==> src/rtl/vend_ctrl_param.sv <==
// vend_ctrl_param: parametrised vending controller with coin accept, priced/stocked
// selection, one-cycle drop pulses and paced 5-unit change refund.
module vend_ctrl_param #(
    parameter int N_ITEMS = 3,
    parameter int CREDIT_W = 8,
    parameter int MAX_CREDIT = 50,
    parameter logic [N_ITEMS*CREDIT_W-1:0] PRICE_LIST = {8'd25, 8'd20, 8'd15},
    parameter int STOCK_W = 4,
    parameter int INIT_STOCK = 4,
    parameter int CHG_GAP = 2
) (
    input  logic                clk,
    input  logic                rst_n,
    input  logic                coin_5,
    input  logic                coin_10,
    input  logic                coin_50,
    input  logic [N_ITEMS-1:0]  sel,
    input  logic                cancel,
    input  logic                restock,
    output logic [CREDIT_W-1:0] credit,
    output logic [N_ITEMS-1:0]  avail,
    output logic [N_ITEMS-1:0]  sold_out,
    output logic [N_ITEMS-1:0]  drop,
    output logic                change_pulse,
    output logic                coin_reject,
    output logic [1:0]          state
);
    localparam int IDX_W = N_ITEMS > 1 ? $clog2(N_ITEMS) : 1;
    localparam int GAP_W = $clog2(CHG_GAP + 1);

    typedef enum logic [1:0] {IDLE = 2'd0, CHANGE = 2'd1} state_t;

    state_t              state_q;
    logic [CREDIT_W-1:0] credit_q;
    logic [STOCK_W-1:0]  stock_q [N_ITEMS];
    logic [2:0]          coin_hist_q;
    logic [GAP_W-1:0]    gap_q;
    logic [N_ITEMS-1:0]  drop_q;
    logic                change_pulse_q;
    logic                coin_reject_q;

    logic [2:0]          coin_edge;
    logic [CREDIT_W-1:0] coin_val;
    logic [CREDIT_W:0]   coin_sum_d;
    logic                many_coins;
    logic                coin_fits;
    logic                sel_hit;
    logic [IDX_W-1:0]    sel_idx;
    logic [CREDIT_W-1:0] price;

    always_comb begin
        coin_edge  = {coin_50, coin_10, coin_5} & ~coin_hist_q;
        coin_val   = coin_edge[2] ? CREDIT_W'(50) : coin_edge[1] ? CREDIT_W'(10) :
                     coin_edge[0] ? CREDIT_W'(5) : '0;
        many_coins = (coin_edge & (coin_edge - 3'd1)) != 3'd0;
        coin_sum_d = {1'b0, credit_q} + {1'b0, coin_val};
        coin_fits  = coin_sum_d <= (CREDIT_W+1)'(MAX_CREDIT);
        sel_hit    = 1'b0;
        sel_idx    = '0;
        for (int i = N_ITEMS - 1; i >= 0; i--) begin
            if (sel[i]) begin
                sel_hit = 1'b1;
                sel_idx = IDX_W'(i);
            end
        end
        price = PRICE_LIST[sel_idx*CREDIT_W +: CREDIT_W];
    end

    always_ff @(posedge clk or negedge rst_n) begin
        if (!rst_n) begin
            state_q        <= IDLE;
            credit_q       <= '0;
            coin_hist_q    <= '0;
            gap_q          <= '0;
            drop_q         <= '0;
            change_pulse_q <= 1'b0;
            coin_reject_q  <= 1'b0;
            for (int i = 0; i < N_ITEMS; i++) stock_q[i] <= STOCK_W'(INIT_STOCK);
        end else begin
            coin_hist_q    <= {coin_50, coin_10, coin_5};
            drop_q         <= '0;
            change_pulse_q <= 1'b0;
            coin_reject_q  <= 1'b0;
            if (state_q == IDLE) begin
                // a cancel consumes the cycle, so any coin edge alongside it is refused
                if (cancel && credit_q != '0) begin
                    state_q       <= CHANGE;
                    gap_q         <= '0;
                    coin_reject_q <= |coin_edge;
                end else if (|coin_edge) begin
                    coin_reject_q <= many_coins || !coin_fits;
                    if (coin_fits) credit_q <= coin_sum_d[CREDIT_W-1:0];
                end else if (sel_hit && credit_q >= price && stock_q[sel_idx] != '0) begin
                    credit_q          <= credit_q - price;
                    stock_q[sel_idx]  <= stock_q[sel_idx] - 1'b1;
                    drop_q[sel_idx]   <= 1'b1;
                    if (credit_q != price) begin
                        state_q <= CHANGE;
                        gap_q   <= '0;
                    end
                end
            end else begin
                coin_reject_q <= |coin_edge;
                if (credit_q == '0) begin
                    state_q <= IDLE;
                end else if (gap_q == '0) begin
                    change_pulse_q <= 1'b1;
                    credit_q       <= credit_q - CREDIT_W'(5);
                    gap_q          <= GAP_W'(CHG_GAP - 1);
                end else begin
                    gap_q <= gap_q - 1'b1;
                end
            end
            if (restock) begin
                for (int i = 0; i < N_ITEMS; i++) stock_q[i] <= STOCK_W'(INIT_STOCK);
            end
        end
    end

    for (genvar g = 0; g < N_ITEMS; g++) begin : g_item
        assign sold_out[g] = stock_q[g] == '0;
        assign avail[g]    = state_q == IDLE && stock_q[g] != '0 &&
                             credit_q >= PRICE_LIST[g*CREDIT_W +: CREDIT_W];
    end

    assign credit       = credit_q;
    assign drop         = drop_q;
    assign change_pulse = change_pulse_q;
    assign coin_reject  = coin_reject_q;
    assign state        = state_q;
endmodule

==> config.mk <==
export PLATFORM = sky130hd
export DESIGN_NAME = vend_ctrl_param
export DESIGN_NICKNAME = d
export VERILOG_FILES = /design/src/rtl/vend_ctrl_param.sv
export SDC_FILE = /design/constraint.sdc
export NUM_CORES = 1
export LEC_CHECK = 0
export ABC_AREA = 1
export CAP_MARGIN = 10
export CORE_MARGIN = 2
export CORE_UTILIZATION = 45
export DETAILED_ROUTE_END_ITERATION = 8
export PLACE_DENSITY = 0.72
export SLEW_MARGIN = 20
export SYNTH_ARGS = -nofsm -noshare
export SYNTH_HDL_FRONTEND = slang
export SYNTH_SLANG_ARGS = --single-unit
==> constraint.sdc <==
create_clock -name clk -period 5.46 [get_ports clk]
set_clock_uncertainty 0.1 [all_clocks]
set_input_delay 0.546 -clock clk [delete_from_list [all_inputs] [get_ports clk]]
set_output_delay 0.546 -clock clk [all_outputs]
set_load 0.02 [all_outputs]
After elaboration in Yosys (flattened, before gate mapping)

Cells that the tools add are included.

Magnitude comparators: 9
Equality and inequality tests: 10
Shift-type cells: 1
Add/sub/neg operators: 6
Muxes and demuxes: 52
Bitwise logic cells: 4
Reductions and logical operators: 34

Operators by type and width:

| kind                                                                             | count |
|---|---|
| 12-bit two-way mux                                                               | 5 |
| 8-bit two-way mux                                                                | 7 |
| 2-bit two-way mux                                                                | 16 |
| 24-bit by 6-bit indexed part select with 8-bit output, first input constant      | 1 |
| 8-bit by 5-bit >= comparator with 1-bit output, second input constant            | 2 |
| 4-bit two-way mux                                                                | 4 |
| 4-bit nonzero test                                                               | 4 |
| 3-bit two-way mux                                                                | 5 |
| 3-bit inequality test, second input constant                                     | 5 |
| 12-bit bitwise mux                                                               | 1 |
| 4-bit logical NOT                                                                | 3 |
| 4-bit AND reduction                                                              | 3 |
| 1-bit logical AND                                                                | 11 |
| 1-bit two-way mux                                                                | 10 |
| 8-bit by 6-bit adder with 9-bit output                                           | 1 |
| 9-bit by 6-bit less-or-equal comparator with 1-bit output, second input constant | 1 |
| 4-bit binary-select mux with 2-bit select                                        | 1 |
| 4-bit demux with 2-bit select                                                    | 1 |
| 8-bit by 4-bit >= comparator with 1-bit output, second input constant            | 1 |
| 8-bit >= comparator                                                              | 1 |
| 8-bit logical NOT                                                                | 1 |
| 8-bit inequality test                                                            | 1 |
| 2-bit nonzero test                                                               | 4 |
| 8-bit nonzero test                                                               | 1 |
| 22 further kinds                                                                 | 26 |

Logic and storage cells: 126
Bits in registers: 32
Output and inout port bits: 21
Bits of input ports: 10

Longest topological paths before layout

Word-level depth: 14
Gate-level depth with buffers: 18
Mapped depth without buffers: 18

Worst setup path before layout

OpenSTA, ideal clock, no wires.

Path type: reg2out
Start point: register credit_q[1], in the netlist credit[1]
End point: output port avail[2]
Arrival time: 2.199 ns
Path buffers: 0
Stages on the path, launching flop included: 6
Data required time: 4.814 ns
Setup slack: 2.615 ns
Cell sequence: dfrtp_1 -> inv_1 -> ha_1 -> nand2_1 -> o21ai_0 -> a2111oi_0

Word-level cells in the longest chain between the ends: 2

RTL lines:

| what                                           | line | text |
|---|---|---|
| start, declared                                | 34   | `logic [CREDIT_W-1:0] credit_q;` |
| start signal, assigned                         | 92   | `if (coin_fits) credit_q <= coin_sum_d[CREDIT_W-1:0];` |
| start signal, assigned                         | 94   | `credit_q <= credit_q - price;` |
| start signal, assigned                         | 108  | `credit_q <= credit_q - CREDIT_W'(5);` |
| 8-bit by 5-bit >= comparator with 1-bit output | 123  | `credit_q >= PRICE_LIST[g*CREDIT_W +: CREDIT_W];` |
| 1-bit logical AND                              | 122  | `assign avail[g] = state_q == IDLE && stock_q[g] != '0 &&` |
| end, declared                                  | 21   | `output logic [N_ITEMS-1:0] avail,` |

Every way passes these cells.

Worst setup path after layout

Start point: input port sel[0]
End point: register stock_q[8] (netlist name)

Word-level cells in the longest chain between the ends: 12
Elaborated cells between the ends (all ways): 25
Classes of those cells: 1 x add/sub; 3 x order compare; 1 x shift; 13 x mux; 1 x bitwise; 6 x reduce/logical

RTL lines:

| what                                                                                                | line   | text |
|---|---|---|
| start, declared                                                                                     | 17     | `input logic [N_ITEMS-1:0] sel,` |
| 2-bit two-way mux                                                                                   | 61     | `if (sel[i]) begin` |
| 2-bit inverter with 3-bit output (not written as such)                                              | 93, 95 |  |
| 4-bit binary-select mux with 2-bit select (tied with other cells)                                   | 93, 95 |  |
| 4-bit two-way mux (not written as such) / 1-bit logical AND (equally long branches)                 | 93, 95 |  |
| 4-bit two-way mux (on tied branches)                                                                | 93, 95 |  |
| 4-bit by 1-bit subtractor with 4-bit output / 4-bit demux with 2-bit select (equally long branches) | 95     | `stock_q[sel_idx] <= stock_q[sel_idx] - 1'b1;` |
| 12-bit bitwise mux                                                                                  | 95     |  |
| 12-bit two-way mux                                                                                  | 93     | `end else if (sel_hit && credit_q >= price && stock_q[sel_idx] != '0) begin` |
| 12-bit two-way mux                                                                                  | 90     | `end else if (\|coin_edge) begin` |
| 12-bit two-way mux                                                                                  | 86     | `if (cancel && credit_q != '0) begin` |
| 12-bit two-way mux                                                                                  | 84     | `if (state_q == IDLE) begin` |
| 12-bit two-way mux                                                                                  | 114    | `if (restock) begin` |
| end signal, assigned by index                                                                       | 95     |  |
| end, declared                                                                                       | 35     | `logic [STOCK_W-1:0] stock_q [N_ITEMS];` |

Parallel ways exist; a longest one is shown, timed or not. The select of a mux whose other input is x is not followed.
A chain may end at the register's enable or synchronous reset.

==> metrics <==
run status finished, final reports clean; hold_ws 0.378 ns; internal power 0.000701 W; final worst-path cycle share 60.7%; final WL 6590 um; Placeable Area 5510 um^2; Via density 5.34; Flop pwr share 26.5%; H-tree Lvls 2; unrepaired setup endpoints after global routing false; number of remaining DRC errors 0; Max IR drop VDD 166 uV; Avg Cell Area, Syn 6.86 um^2; DRT iter0 DRCs 165; Max-slew headroom 52.9%; GRT Overall Usage 22.7%; worst slack, placed 1.87 ns; number of synthesized flops with an enable pin 0; Final ANT Viol Nets 0; Power Dens Cells 458 nW/um^2; Synth Register Bits 31; height of the die 79.3 um; PortBufs 29; clk sinks 31; power share of the combinational group 58.9%; Worst Setup Start Kind input port; Post-CTS Setup Bufs 0; root buffer cell clkbuf_8; Hold Crit Class reg2reg; vias in the first global route 2450; critical path, cell by cell clkdlybuf4s50_1 > nor2_1 > nand2_2 > inv_1 > nor2_1 > inv_1 > ha_1 > nand2_1 > nor4_2 > nor3_1 > nor2_1 > o211ai_2 > nor2_4 > nand2_2 > nor2_1 > nand2_1 > nand2_1; most used cell along the critical path nor2_1; Fin Setup TNS 0 ns; initial antenna violation count 0; leak pwr 1.49 nW; Setup-failing EPs final 0; final worst-path setup slack 2.14 ns; final hold violation count 0; IO Count 31; Tmin final 3.32 ns; global-route wire length before repair 11200 um; final HPWL from detailed placement 5050 um; Max Cap Violations 0; post-CTS sizing 0; Yosys top cell by area dfrtp_1; fin nets 428; actual slew at the worst max-slew pin 0.706 ns; CP required 5.58 ns; Buf+Inv Stages, Crit Path 3; largest net degree at the start of global routing 32; Clock transition at path regs 0.06 ns; CP max-delay cell clkdlybuf4s50_1; CTS Buf Count 5; Post-synth top flop dfrtp_1; hold_buf cts 0; Initial Utilization 46.3%; Worst Path Max Fanout 10; CTS tree built; Mapped Nets 397; clk buf depth 2; layout cells sized above 1 10.4%; async set-reset flop share out of synthesis 100%; Warnings, synthesis 0; fin. max-slew vios 0; Setup CP Type in2reg; Die W 79.3 um; Psw 0.000678 W; DR vias 2540; Netlist Area Pre-Place 2550 um^2; Clk pwr share 14.6%; WL/cell 13.9 um; Sw Share 49.2%; Achievable Freq 302 MHz; ranking of synthesized cells by area dfrtp_1, nand2_1, nand3_1, ha_1, nor2_1; CP endpoint kind register; Fill cells 536; Top delay family on crit path simple AND/OR/NAND/NOR gates; Core Rows 27; Skew-Pair Late Insertion Delay 0.29 ns; synth unique cells 40; P&R area growth vs syn 17.9%; global route total overflow 0; sequential area share after synthesis 30.6%; drt pass-1 iters 4; Mapped Cells 372; Die Footprint 6290 um^2; CP arrival 3.43 ns; Synth top area share 27.5%; worst stage delay on the critical path 0.55 ns; routability cong. 0.933; antenna cell count 0
==> power groups by stage <==
| stage | logic, W | registers (W) | clock network [W] |
|---|---|---|---|
| 2_1_floorplan | 0.000560 | 0.000378 | 0 |
| 3_3_place_gp | 0.000792 | 0.000369 | 0 |
| 3_5_place_dp | 0.000805 | 0.000369 | 0 |
| 4_1_cts | 0.000810 | 0.000365 | 0.000206 |
| 5_1_grt | 0.000918 | 0.000377 | 0.000214 |
| 6_report | 0.000812 | 0.000366 | 0.000201 |
==> cells by family after synthesis <==
family | share of synthesized area (%)
AND/OR/NAND/NOR | 36.9
AO/OA/AOI/OAI | 13.8
buffers and inverters | 8.58
flip-flops | 30.6
adder cells (fa/ha/maj) | 7.95
XOR/XNOR | 2.06
other | 0.147
==> layout by cell type (no fill, tap or decap), types with 8 or more instances in the layout <==
master	count
nand2_1	92
nor2_1	40
inv_1	37
nand3_1	33
clkdlybuf4s50_1	29
dfrtp_1	28
o21ai_0	19
o21ai_1	13
ha_1	13
a21oi_1	12
inv_2	11
o211ai_1	8
==> stage by stage <==
step           total power [W]  instances  area [um^2]  util (%)
6_report               0.00138        476         3010      54.6
5_1_grt                0.00151        476         3010      54.6
4_1_cts                0.00138        476         3010      54.6
3_5_place_dp           0.00117        468         2910      52.8
3_3_place_gp           0.00116        468         2910      52.8
2_1_floorplan         0.000937        372         2550         -
==> per-layer routing <==
layer | routed length (um) | global-route usage [%] | vias up | share of wire (%)
met4 | 172 | 8.97 | 0 | 2.6
li1 | - | - | 1289 | -
met3 | 268 | 3.30 | 16 | 4.1
met5 | 0 | 0 | - | 0
met2 | 3210 | 39.3 | 66 | 49
met1 | 2940 | 28.3 | 1169 | 45
==> cell type report <==
| cell class | count | area, um^2 | area share [%] |
|---|---|---|---|
| multi-input cells | 285 | 1550 | 51.6 |
| repair buffers | 30 | 298 | 9.90 |
| clock buffers | 8 | 100 | 3.33 |
| flip-flops and latches | 31 | 779 | 25.9 |
| well taps | 72 | 90.1 | 3.00 |
| inverters | 50 | 188 | 6.24 |
==> sequential cells by signal (all words and copies together), names as in the netlist <==
signal and flops:
gap_q 2, change_pulse 1, coin_hist_q 3, state 1
stock_q 12, credit 8, coin_reject 1, drop 3
==> worst paths after layout <==
check	start	to	slack, ns	cells after the start
worst max-delay path	sel[0]	stock_q[8]$_DFFE_PN0P_	2.14	17
worst min-delay path	gap_q[1]$_DFFE_PN0P_	change_pulse$_DFF_PN0_	0.38	1
worst max register to register	credit[0]$_DFFE_PN0P_	stock_q[8]$_DFFE_PN0P_	2.62	14
worst min register to register	gap_q[1]$_DFFE_PN0P_	change_pulse$_DFF_PN0_	0.38	1
max in group asynchronous	rst_n	stock_q[10]$_DFFE_PN1P_	4.35	2
min in group asynchronous	rst_n	coin_hist_q[1]$_DFF_PN0_	0.57	2
==> synthesized netlist by cell type, types with 3 or more instances <==
cell and instances:
nand2_1 92, nor2_1 40, inv_1 37, nand3_1 33, dfrtp_1 28, o21ai_0 19, ha_1 13, o21ai_1 13
a21oi_1 12, inv_2 11, o211ai_1 8, nand4_1 7, nor3_1 5, nand2_2 4, nand2_4 4, nor2_2 4
xor2_1 4, clkbuf_1 3, dfstp_2 3, nand3b_1 3, nor4_1 3
No activity file was read; power rests on OpenSTA's default activity.
